### src/rtl/cpu_pkg.sv
// Shared CPU constants and the fetch FSM state type.
package cpu_pkg;
   localparam int          XLEN        = 32;
   localparam logic [31:0] RESET_PC    = 32'h0000_0000;
   localparam int          INSTR_BYTES = 4;

   typedef enum logic [1:0] {
      IDLE = 2'd0,
      WAIT = 2'd1,
      HOLD = 2'd2
   } fetch_state_t;
endpackage

### src/rtl/mux2.sv
// Generic 2:1 mux cell: y = sel ? b : a.
module mux2 #(
   parameter int W = 32
) (
   input  logic [W-1:0] a_i,
   input  logic [W-1:0] b_i,
   input  logic         sel_i,
   output logic [W-1:0] y_o
);
   assign y_o = sel_i ? b_i : a_i;
endmodule

### src/rtl/pc_reg.sv
// Program counter with next-PC selection: hold, pc+4, redirect_pc or pend_pc.
module pc_reg import cpu_pkg::*; #(
   parameter int              XLEN     = cpu_pkg::XLEN,
   parameter logic [XLEN-1:0] RESET_PC = '0
) (
   input  logic            clk,
   input  logic            rst_n,
   input  logic            load_i,
   input  logic            take_tgt_i,
   input  logic            redirect_i,
   input  logic [XLEN-1:0] redirect_pc_i,
   input  logic [XLEN-1:0] pend_pc_i,
   output logic [XLEN-1:0] pc_o
);
   logic [XLEN-1:0] pc_q, pc_d;
   logic [XLEN-1:0] pc_inc, tgt_raw, tgt, seq_or_tgt;

   assign pc_inc = pc_q + XLEN'(INSTR_BYTES);

   // A live redirect beats the pending target captured earlier.
   mux2 #(.W(XLEN)) u_tgt (
      .a_i(pend_pc_i), .b_i(redirect_pc_i), .sel_i(redirect_i), .y_o(tgt_raw)
   );

   // Targets are always word aligned when they enter the pc.
   assign tgt = tgt_raw & ~XLEN'(3);

   mux2 #(.W(XLEN)) u_seq (
      .a_i(pc_inc), .b_i(tgt), .sel_i(take_tgt_i), .y_o(seq_or_tgt)
   );

   mux2 #(.W(XLEN)) u_hold (
      .a_i(pc_q), .b_i(seq_or_tgt), .sel_i(load_i), .y_o(pc_d)
   );

   always_ff @(posedge clk or negedge rst_n) begin
      if (!rst_n) pc_q <= RESET_PC;
      else        pc_q <= pc_d;
   end

   assign pc_o = pc_q;
endmodule

### src/rtl/fetch_stage.sv
// Instruction fetch: one outstanding imem request, registered hand-off to
// decode, and squashing of in-flight responses after a redirect.
module fetch_stage import cpu_pkg::*; #(
   parameter int              XLEN     = cpu_pkg::XLEN,
   parameter logic [XLEN-1:0] RESET_PC = XLEN'(cpu_pkg::RESET_PC)
) (
   input  logic            clk,
   input  logic            rst_n,
   input  logic            redirect,
   input  logic [XLEN-1:0] redirect_pc,
   output logic            imem_req,
   output logic [XLEN-1:0] imem_addr,
   input  logic            imem_ack,
   input  logic [31:0]     imem_rdata,
   output logic            id_valid,
   input  logic            id_ready,
   output logic [31:0]     id_instr,
   output logic [XLEN-1:0] id_pc
);
   fetch_state_t    state_q, state_d;
   logic            squash_q, squash_d;
   logic [XLEN-1:0] pend_pc_q, pend_pc_d;
   logic            id_valid_q, id_valid_d;
   logic [31:0]     id_instr_q, id_instr_d;
   logic [XLEN-1:0] id_pc_q, id_pc_d;
   logic [XLEN-1:0] pc;
   logic            pc_load, pc_take_tgt;

   pc_reg #(.XLEN(XLEN), .RESET_PC(RESET_PC)) u_pc (
      .clk          (clk),
      .rst_n        (rst_n),
      .load_i       (pc_load),
      .take_tgt_i   (pc_take_tgt),
      .redirect_i   (redirect),
      .redirect_pc_i(redirect_pc),
      .pend_pc_i    (pend_pc_q),
      .pc_o         (pc)
   );

   always_ff @(posedge clk or negedge rst_n) begin
      if (!rst_n) begin
         state_q    <= IDLE;
         squash_q   <= 1'b0;
         pend_pc_q  <= '0;
         id_valid_q <= 1'b0;
         id_instr_q <= '0;
         id_pc_q    <= '0;
      end else begin
         state_q    <= state_d;
         squash_q   <= squash_d;
         pend_pc_q  <= pend_pc_d;
         id_valid_q <= id_valid_d;
         id_instr_q <= id_instr_d;
         id_pc_q    <= id_pc_d;
      end
   end

   always_comb begin
      state_d     = state_q;
      squash_d    = squash_q;
      pend_pc_d   = pend_pc_q;
      id_valid_d  = id_valid_q;
      id_instr_d  = id_instr_q;
      id_pc_d     = id_pc_q;
      pc_load     = 1'b0;
      pc_take_tgt = 1'b0;
      case (state_q)
         IDLE: begin
            state_d = WAIT;
            if (redirect) begin
               pc_load     = 1'b1;
               pc_take_tgt = 1'b1;
            end
         end
         WAIT: begin
            if (imem_ack) begin
               pc_load = 1'b1;
               // Response belongs to the abandoned path: drop it and jump.
               if (redirect || squash_q) begin
                  pc_take_tgt = 1'b1;
                  squash_d    = 1'b0;
               end else begin
                  id_instr_d = imem_rdata;
                  id_pc_d    = pc;
                  id_valid_d = 1'b1;
                  state_d    = HOLD;
               end
            end else if (redirect) begin
               // Request must stay stable, so remember the target for later.
               pend_pc_d = redirect_pc;
               squash_d  = 1'b1;
            end
         end
         HOLD: begin
            if (redirect) begin
               id_valid_d  = 1'b0;
               pc_load     = 1'b1;
               pc_take_tgt = 1'b1;
               state_d     = WAIT;
            end else if (id_ready) begin
               id_valid_d = 1'b0;
               state_d    = WAIT;
            end
         end
         default: state_d = IDLE;
      endcase
   end

   assign imem_req  = (state_q == WAIT);
   assign imem_addr = pc;
   assign id_valid  = id_valid_q;
   assign id_instr  = id_instr_q;
   assign id_pc     = id_pc_q;
endmodule
### config.mk
export PLATFORM = sky130hd
export DESIGN_NAME = fetch_stage
export DESIGN_NICKNAME = d
export VERILOG_FILES = /design/src/rtl/cpu_pkg.sv /design/src/rtl/mux2.sv /design/src/rtl/pc_reg.sv /design/src/rtl/fetch_stage.sv
export SDC_FILE = /design/constraint.sdc
export NUM_CORES = 1
export LEC_CHECK = 0
export BUFFER_PORTS_ARGS = -buffer_cell sky130_fd_sc_hd__buf_2
export CAP_MARGIN = 20
export CORE_MARGIN = 2
export CORE_UTILIZATION = 49
export CTS_CLUSTER_DIAMETER = 40
export DETAILED_ROUTE_END_ITERATION = 12
export PLACE_DENSITY = 0.72
export SYNTH_ARGS = -nofsm -noshare
export SYNTH_HDL_FRONTEND = slang
export SYNTH_SLANG_ARGS = --single-unit
### constraint.sdc
create_clock -name clk -period 2.7 [get_ports clk]
set_input_delay 0.27 -clock clk [delete_from_list [all_inputs] [get_ports clk]]
set_output_delay 0.27 -clock clk [all_outputs]
set_load 0.05 [all_outputs]
==> impl_metrics.tcl <==
set metrics [dict create \
    status "complete, no violations" \
    io_pins 167 \
    p_per_area_nw_per_um2 1478 \
    synth_warnings 0 \
    synth_top_area_share_pct 53.69 \
    fin_cells 943 \
    start_kind "flop" \
    initial_utilization_pct 50.78 \
    cp-endpoint "u_pc.pc_o[31]" \
    min_path_cells 3 \
    synthTopCellsByCount "208 x nand2_1, 126 x dfrtp_1, 38 x a21oi_1" \
    synthToLayoutAreaGrowth_pct 27.06 \
    grt_max_degree 58 \
    clockBufferDepth 2 \
    grt_pass1_wl_um 24520 \
    clk-insertion-delay-late_ns 0.42 \
    ys_types 51 \
    drtIter0Drc 500 \
    power.leakage_nw 3.793 \
    track_usage_pct 24.45 \
    min_from "imem_rdata[9]" \
    worstHoldPathType "input pin to flop" \
    synth.avg_cell_area_um2 9.308 \
    post_synth_main_area_contributors "dfrtp_1 54%, nand2_1 13%, mux2_2 5.9%, mux2i_1 3.7%, a21oi_1 3.2%" \
    synth_area_um2 5873 \
    cts.sinks 126 \
    ff2ff_path_depth 5 \
    fin_setup_tns_ns 0 \
    die_h_um 113.5 \
    htree_num_levels 4 \
    antenna_left 0 \
    fin_crit_sh_pct 80.80 \
    fin_crit_ns 2.182 \
    grt-ovfl-total 0 \
    syn_inst 631 \
    drtPass1Iterations 8 \
    dominantRegCellSynth "dfrtp_1" \
    grt_pass1_vias 4789 \
    coreArea_um2 11560 \
    synth_async_sr_flop_share_pct 100.0 \
    place_hpwl_um 11150 \
    r2r_start "u_pc.pc_o[5]" \
    drc 0 \
    vias 5137 \
    cts_setup_buffers 0 \
    cts_tree "yes" \
    synth-edff-count 0 \
    cts_inserted_buffers 17 \
    rows 39 \
    yosysMostFrequentCell "nand2_1" \
    crit_start "u_pc.pc_o[5]" \
    finalWirelength_um 15420 \
    setup_violations 0 \
    finClkSkew_ns 0.007377 \
    fin_nets 857 \
    cap_violations 0 \
    drive_above_1_share_pct 30.88 \
    rsz0062_at_grt "no" \
    worstMarginPinSlew_ns 0.6349 \
    dp_cells 910 \
    rrSetupSlack_ns 0.52 \
    post_drt_wl_per_cell_um 16.35 \
    gp_congestion 0.9069 \
    antenna_found_initial 0 \
    fin_util_pct 64.52 \
    port_buffers 160 \
    worstSetupPathType "flop to flop" \
    fmax_mhz 458.4 \
    synth_seq_area_share_pct 53.69 \
    report.final.slew_viol_count 0 \
    end_kind "flop" \
    cp_max_fo 9 \
    synth_largest_area_cell "dfrtp_1" \
    hold_viol 0 \
    die_area_um2 12880 \
    clkTransAtPathRegs_ns 0.06 \
    r2r-end "u_pc.pc_o[31]" \
    arrival_ns 2.50 \
    cp.required_ns 3.02 \
    maxSlewHeadroom_pct 57.52 \
    avgViaCountPerCell 5.448 \
    diodes 0 \
    vdd_drop_max_v 0.0008000 \
    ctsRootBufferMaster "clkbuf_16" \
    synth_seq_cells 126 \
    die_w_um 113.5 \
]
-- final cells by class --
| type | count | area (um2) |
|---|---|---|
| clock buffer | 20 | 446.7 |
| clock inverter | 12 | 143.9 |
| fill | 1002 | 4103 |
| inverter | 5 | 18.77 |
| multi-input combinational | 457 | 2527 |
| sequential | 126 | 3153 |
| tap | 143 | 178.9 |
| timing repair buffer | 180 | 993.5 |
-- cells by family after synthesis --
logic type	synth area share, %
simple gates	21.28
other cells	0.06385
flops	53.69
mux	9.693
compound gates	11.23
fa+ha+maj	0.2130
buf+inv	3.835
-- report_power, final --
| part | switching (mW) | total (mW) | internal, mW |
|---|---|---|---|
| Sequential | 0.693 | 3.44 | 2.75 |
| Combinational | 3.86 | 5.32 | 1.46 |
| Clock | 0.806 | 2.27 | 1.46 |
| Total | 5.36 | 11.0 | 5.67 |
-- routing by layer --
layer	track usage [%]	wire, um	vias to the layer above
met5	0	0	-
met4	8.455	211	0
met3	6.164	1056	22
met2	36.97	7263	201
met1	34.66	6886	2446
li1	-	-	2468
-- timing repair --
item	CTS	global route
hold endpoints to repair	42	0
gates resized for setup	0	0
hold buffers	1	0
-- flip-flops by register name, summed over array words and instances (netlist names) --
| name | cells |
|---|---|
| id_instr | 32 |
| id_pc | 30 |
| id_valid | 1 |
| pend_pc_q | 30 |
| squash_q | 1 |
| state_q | 2 |
| u_pc.pc_o | 30 |
-- per-stage QoR --
stage / area (um2) / power, mW / worst slack (ns) / hold slack [ns]
2_1_floorplan: 5884 / 7.310 / 0.2752 / -0.02559
3_3_place_gp: 6862 / 8.618 / 0.6438 / 0.3118
3_5_place_dp: 6862 / 8.782 / 0.6064 / 0.3249
4_1_cts: 7462 / 11.08 / 0.5334 / 0.02165
5_1_grt: 7462 / 11.64 / 0.3298 / 0.03917
6_report: 7462 / 11.03 / 0.5183 / 0.03678
-- worst min-delay path by stage --
stage,to,slack (ns)
3_5_place_dp,pend_pc_q[13],0.32
4_1_cts,id_instr[9],0.02
3_3_place_gp,pend_pc_q[16],0.31
5_1_grt,id_instr[0],0.04
6_report,id_instr[9],0.04
2_1_floorplan,id_instr[0],-0.03
-- layout by cell type (no fill, tap or decap), types with 2 or more instances in the layout --
master / Yosys / layout
clkinv_2: 0 / 6
o31ai_1: 4 / 4
a21oi_1: 38 / 38
a22oi_1: 2 / 2
o22a_1: 2 / 2
clkinvlp_4: 0 / 2
bufinv_16: 0 / 3
mux2i_1: 22 / 22
o21a_1: 2 / 2
mux2_2: 31 / 31
nor3_1: 10 / 10
and3_1: 8 / 8
dfrtp_1: 126 / 126
a311oi_1: 4 / 4
a31oi_1: 4 / 4
nor2b_1: 5 / 5
inv_1: 5 / 5
buf_2: 9 / 159
a22o_1: 4 / 4
o22ai_1: 7 / 7
nor2_1: 15 / 15
nor4_1: 3 / 3
nand2_1: 208 / 207
conb_1: 1 / 4
nand3_1: 18 / 18
buf_12: 0 / 3
clkbuf_16: 0 / 17
clkbuf_1: 30 / 2
o21ai_0: 27 / 27
and2_1: 5 / 5
a2bb2oi_1: 4 / 4
a211oi_1: 3 / 3
nand4_1: 7 / 7
buf_4: 4 / 17
-- critical path, cell delays in order (launching register included) --
cell and delay (ns):
dfrtp_1 0.47, and3_1 0.36, nand3_1 0.28, or3_4 0.41
o311a_1 0.29, a311oi_1 0.26
(Power assumes the default switching activity.)
